<file path="config.mk">
export PLATFORM = sky130hd
export DESIGN_NAME = rstn_seq
export DESIGN_NICKNAME = d
export VERILOG_FILES = /design/src/rtl/rstn_seq.sv
export SDC_FILE = /design/constraint.sdc
export NUM_CORES = 1
export LEC_CHECK = 0
export CAP_MARGIN = 0
export CORE_MARGIN = 8
export CORE_UTILIZATION = 46
export DETAILED_ROUTE_END_ITERATION = 12
export GPL_TIMING_DRIVEN = 0
export HOLD_SLACK_MARGIN = 0.1
export PLACE_DENSITY = 0.84
export SLEW_MARGIN = 20
export SYNTH_ARGS = -nofsm -noshare
export SYNTH_HDL_FRONTEND = slang
export SYNTH_SLANG_ARGS = --single-unit
export TNS_END_PERCENT = 30
</file>
<file path="constraint.sdc">
create_clock -name clk -period 2.1 [get_ports clk]
set_input_delay 0.315 -clock clk [delete_from_list [all_inputs] [get_ports clk]]
set_output_delay 0.315 -clock clk [all_outputs]
set_load 0.02 [all_outputs]
</file>
<file path="src/rtl/rstn_seq.sv">
// Reset controller: synchronises and merges reset requests, stretches the reset,
// then releases NUM_OUT active-low resets in order and records the reset cause.
module rstn_seq #(
  parameter int NUM_SRC     = 4,
  parameter int NUM_OUT     = 3,
  parameter int SYNC_STAGES = 2,
  parameter int HOLD_CYCLES = 16,
  parameter int STEP_CYCLES = 8
) (
  input  logic               clk,
  input  logic               rst,
  input  logic [NUM_SRC-1:0] rstn_src,
  input  logic [NUM_SRC-1:0] src_mask,
  input  logic               sw_rst_req,
  input  logic               cause_clr,
  output logic [NUM_OUT-1:0] rstn_out,
  output logic               rst_done,
  output logic [NUM_SRC:0]   rst_cause
);

  localparam int CNT_MAX = (HOLD_CYCLES > STEP_CYCLES) ? HOLD_CYCLES : STEP_CYCLES;
  localparam int CNT_W   = (CNT_MAX > 1) ? $clog2(CNT_MAX) : 1;
  localparam int IDX_W   = (NUM_OUT > 1) ? $clog2(NUM_OUT) : 1;

  localparam logic [CNT_W-1:0] HOLD_LAST = CNT_W'(HOLD_CYCLES - 1);
  localparam logic [CNT_W-1:0] STEP_LAST = CNT_W'(STEP_CYCLES - 1);
  localparam logic [IDX_W-1:0] IDX_LAST  = IDX_W'(NUM_OUT - 1);

  typedef enum logic [1:0] {HOLD, SEQ, RUN} state_t;

  state_t               state_q, state_d;
  logic [CNT_W-1:0]     cnt_q, cnt_d;
  logic [IDX_W-1:0]     idx_q, idx_d;
  logic [NUM_OUT-1:0]   out_d;
  logic                 done_d;
  logic [NUM_SRC:0]     cause_d;

  logic [SYNC_STAGES-1:0] sync_q [NUM_SRC];
  logic [NUM_SRC-1:0]     sync_out;
  logic [NUM_SRC-1:0]     src_req;
  logic                   req_any;

  // Chains clear to 0 so every source looks asserted straight out of reset
  always_ff @(posedge clk) begin
    for (int i = 0; i < NUM_SRC; i++) begin
      if (rst) sync_q[i] <= '0;
      else     sync_q[i] <= {sync_q[i][SYNC_STAGES-2:0], rstn_src[i]};
    end
  end

  always_comb begin
    sync_out = '0;
    for (int i = 0; i < NUM_SRC; i++) sync_out[i] = sync_q[i][SYNC_STAGES-1];
  end

  assign src_req = ~sync_out & src_mask;
  assign req_any = (|src_req) | sw_rst_req;

  always_comb begin
    state_d = state_q;
    cnt_d   = cnt_q;
    idx_d   = idx_q;
    out_d   = rstn_out;
    done_d  = rst_done;
    cause_d = rst_cause;

    // Clear first so a simultaneous new cause survives it
    if (cause_clr) cause_d = '0;
    if (state_q != HOLD) cause_d = cause_d | {sw_rst_req, src_req};

    case (state_q)
      HOLD: begin
        if (req_any) begin
          cnt_d = '0;
        end else if (cnt_q == HOLD_LAST) begin
          state_d  = SEQ;
          out_d[0] = 1'b1;
          cnt_d    = '0;
          idx_d    = '0;
        end else begin
          cnt_d = cnt_q + 1'b1;
        end
      end
      SEQ: begin
        if (req_any) begin
          state_d = HOLD;
          out_d   = '0;
          cnt_d   = '0;
        end else if (cnt_q == STEP_LAST) begin
          if (idx_q != IDX_LAST) begin
            idx_d = idx_q + 1'b1;
            cnt_d = '0;
            for (int k = 0; k < NUM_OUT; k++) begin
              if (k == int'(idx_q) + 1) out_d[k] = 1'b1;
            end
          end else begin
            state_d = RUN;
            done_d  = 1'b1;
          end
        end else begin
          cnt_d = cnt_q + 1'b1;
        end
      end
      RUN: begin
        if (req_any) begin
          state_d = HOLD;
          out_d   = '0;
          done_d  = 1'b0;
          cnt_d   = '0;
        end
      end
      default: state_d = HOLD;
    endcase
  end

  always_ff @(posedge clk) begin
    if (rst) begin
      state_q   <= HOLD;
      cnt_q     <= '0;
      idx_q     <= '0;
      rstn_out  <= '0;
      rst_done  <= 1'b0;
      rst_cause <= '0;
    end else begin
      state_q   <= state_d;
      cnt_q     <= cnt_d;
      idx_q     <= idx_d;
      rstn_out  <= out_d;
      rst_done  <= done_d;
      rst_cause <= cause_d;
    end
  end

endmodule
</file>
==> flow_summary.ini <==
[run_status]
status = finished with violations
violations = setup timing

[layout]
antennaDiodeCount = 0
drive_gt1_share_pct = 13.8
nFillCells = 204
nets = 180
syn2layout_area_growth_pct = 26.1

[power]
p_per_area_mw_per_mm2 = 501
vdd_drop_max_v = 0.000750
p_leak_uw = 0.000544

[logic_synthesis]
yosys.area_share.simple_pct = 25.6
yosysMostFrequentCell = dfxtp_1
ys_top_cells_by_count = dfxtp_1, nor2b_1, inv_1, nor2_1, ha_1
synth_area_mm2 = 0.00121
synth_ff_type = dfxtp_1
ys_ff_latch = 25
synth_compound_area_share_pct = 18.7
ys_warn_count = 0
synthCells = 136
ys_seq_area_share_pct = 41.3
syn_nets = 156
yosysUniqueCellTypes = 36
yosys.area_share.adder_pct = 8.26
async_flop_share_pct = 0
synthTopCellsByArea = dfxtp_1, ha_1, nor2b_1
synth_top_area_cell = dfxtp_1
netlist.area_leader.share_pct = 41.3
synth_edf_count = 0
synth-xor-area-share_pct = 0
synthMuxAreaShare_pct = 0.826
avgSynthCellArea_um2 = 8.91
synth_top_family_by_area = simple AND/OR/NAND/NOR gates

[die]
fp-row-count = 18
fp.dieArea_mm2 = 0.00453
die_y_um = 67.3
fp.dieW_um = 67.3
io-pin-count = 21
core-area_mm2 = 0.00250
initial_core_util_pct = 48.5

[place]
dp_slack_ns = -0.517
dp_hpwl_mm = 2.08
place_congestion = 0.899
portBuffers = 18

[detailed_routing]
drtAntennaViolNets = 0
via_per_inst = 5.73
drt_wl_total_mm = 2.89
wl_per_cell_um = 15.3
first_pass_iters = 4
vias = 1083
drt_iter0_drc = 57
remaining_drc_errors = 0

[sta]
setup_ws_ns = -0.0233
slew_viol_final = 0
rsz0062_at_grt = yes
setup_viol = 2
slew_headroom_pct = 65.8
max_slew.worst_pin.slew_ns = 0.512
hold_viol = 0
fin_tns_setup_ns = -0.0310
clock.fmax_mhz = 471
fin_crit_sh_pct = 101
period_minus_slack_ns = 2.12
skew_ns = 0.0176

[flow_run]
drv_cap = 0

[cts]
cts-buffers-inserted = 3
htree_levels = 1
worstSkewPairLatency_ns = 0.33
clock_path_buffers = 2
clkTransAtPathRegs_ns = 0.15
cts_sinks = 25
cts_root_buf = clkbuf_4
cts_tree = built

[worst_hold_path]
hold_class = primary input to flop

[global_route]
grt_pass1_wl_mm = 4.77
grt_pass1_vias = 1069
grt_usage_pct = 13.2
grt_max_degree = 16
gr-total-overflow = 0
antenna_found_initial = 0

[setup_path]
cp_max_fo = 4
worstSetupPathType = flop to flop
cp-end-kind = flop
crit_arrival_ns = 2.38
worstPathRequired_ns = 2.36
startpoint_type = flop
[power breakdown]
group          internal (uW)  total [uW]  leakage [uW]  switching [uW]
combinational           31.9        58.8      0.000327            26.9
sequential               482         486      0.000204            3.65
clock                   72.8         222     0.0000139             149
total                    587         766      0.000544             179
[layout make-up]
type                            instances  area (um^2)  share of cell area, %
Tap cell                               30         37.5                   2.45
Multi-Input combinational cell         94          699                   45.7
Clock buffer                            3         22.5                   1.47
Sequential cell                        25          503                   32.9
Inverter                               11         41.3                   2.70
Timing Repair Buffer                   20          191                   12.5
Buffer                                  5         26.3                   1.72
Clock inverter                          1         7.51                  0.491
[stage by stage]
stage / instances / hold slack, ns / power, uW / utilization, % / area [um^2]
after CTS: 190 / 0.383 / 772 / 60.4 / 1510
after floorplan: 136 / 0.414 / 520 / - / 1210
after global routing: 189 / 0.387 / 801 / 61.2 / 1530
final: 189 / 0.383 / 766 / 61.2 / 1530
after detailed placement: 184 / 0.425 / 545 / 57.2 / 1430
after global placement: 184 / 0.418 / 543 / 57.2 / 1430
[routing by layer]
layer | global-route usage, % | routed length [um] | up-vias
met5 | 0 | 0 | -
met4 | 3.39 | 13 | 0
met3 | 4.97 | 189 | 2
met2 | 22.6 | 1470 | 27
met1 | 15.3 | 1220 | 522
li1 | - | - | 532
[critical path: stages (launching register included)]
cell and delay [ns]:
dfxtp_2 0.37, nor2b_4 0.04, or4_4 0.52, buf_6 0.14, or2_4 0.26, or4_4 0.50
a221oi_2 0.21
[cell families after synthesis]
logic type | after synthesis
AO/OA/AOI/OAI | 33
adder cells (fa/ha/maj) | 8
buffers and inverters | 17
flip-flops | 25
multiplexers | 1
AND/OR/NAND/NOR | 52
[worst paths after layout]
check                    start           end  slack, ns  cells after the start
setup reg to reg  sync_q[3][1]   rstn_out[0]      -0.02                      6
setup / recovery  sync_q[3][1]   rstn_out[0]      -0.02                      6
hold / removal             rst  sync_q[3][0]       0.38                      2
hold reg to reg   sync_q[0][0]  sync_q[0][1]       0.45                      1
[cell usage in the layout, fill, tap and decap left out, types with 4 or more instances in the layout]
cell type        synthesis  layout
dfxtp_1                 25      23
nand2b_1                 5       5
clkdlybuf4s50_1          0      15
a22oi_1                  5       5
clkbuf_1                 5       4
inv_1                   11      11
nor3_1                   4       4
ha_1                     8       8
a21oi_1                  7       6
nor2_1                  11      11
nor2b_4                  1       4
nor2b_1                 12       9
o21ai_0                  5       5
[sequential cells by signal (all words and copies together) (netlist names)]
name       count
cnt_q          4
rst_done       1
state_q        2
rstn_out       3
idx_q          2
sync_q         8
rst_cause      5
[what timing repair did]
item | CTS | global route
hold buffers | 0 | 0
setup endpoints to repair | 5 | 9
setup buffers | 2 | 0
gates resized for setup | 14 | 6
hold endpoints to repair | 0 | 0
pin swaps | 4 | 1
No activity file was read; power rests on OpenSTA's default activity.
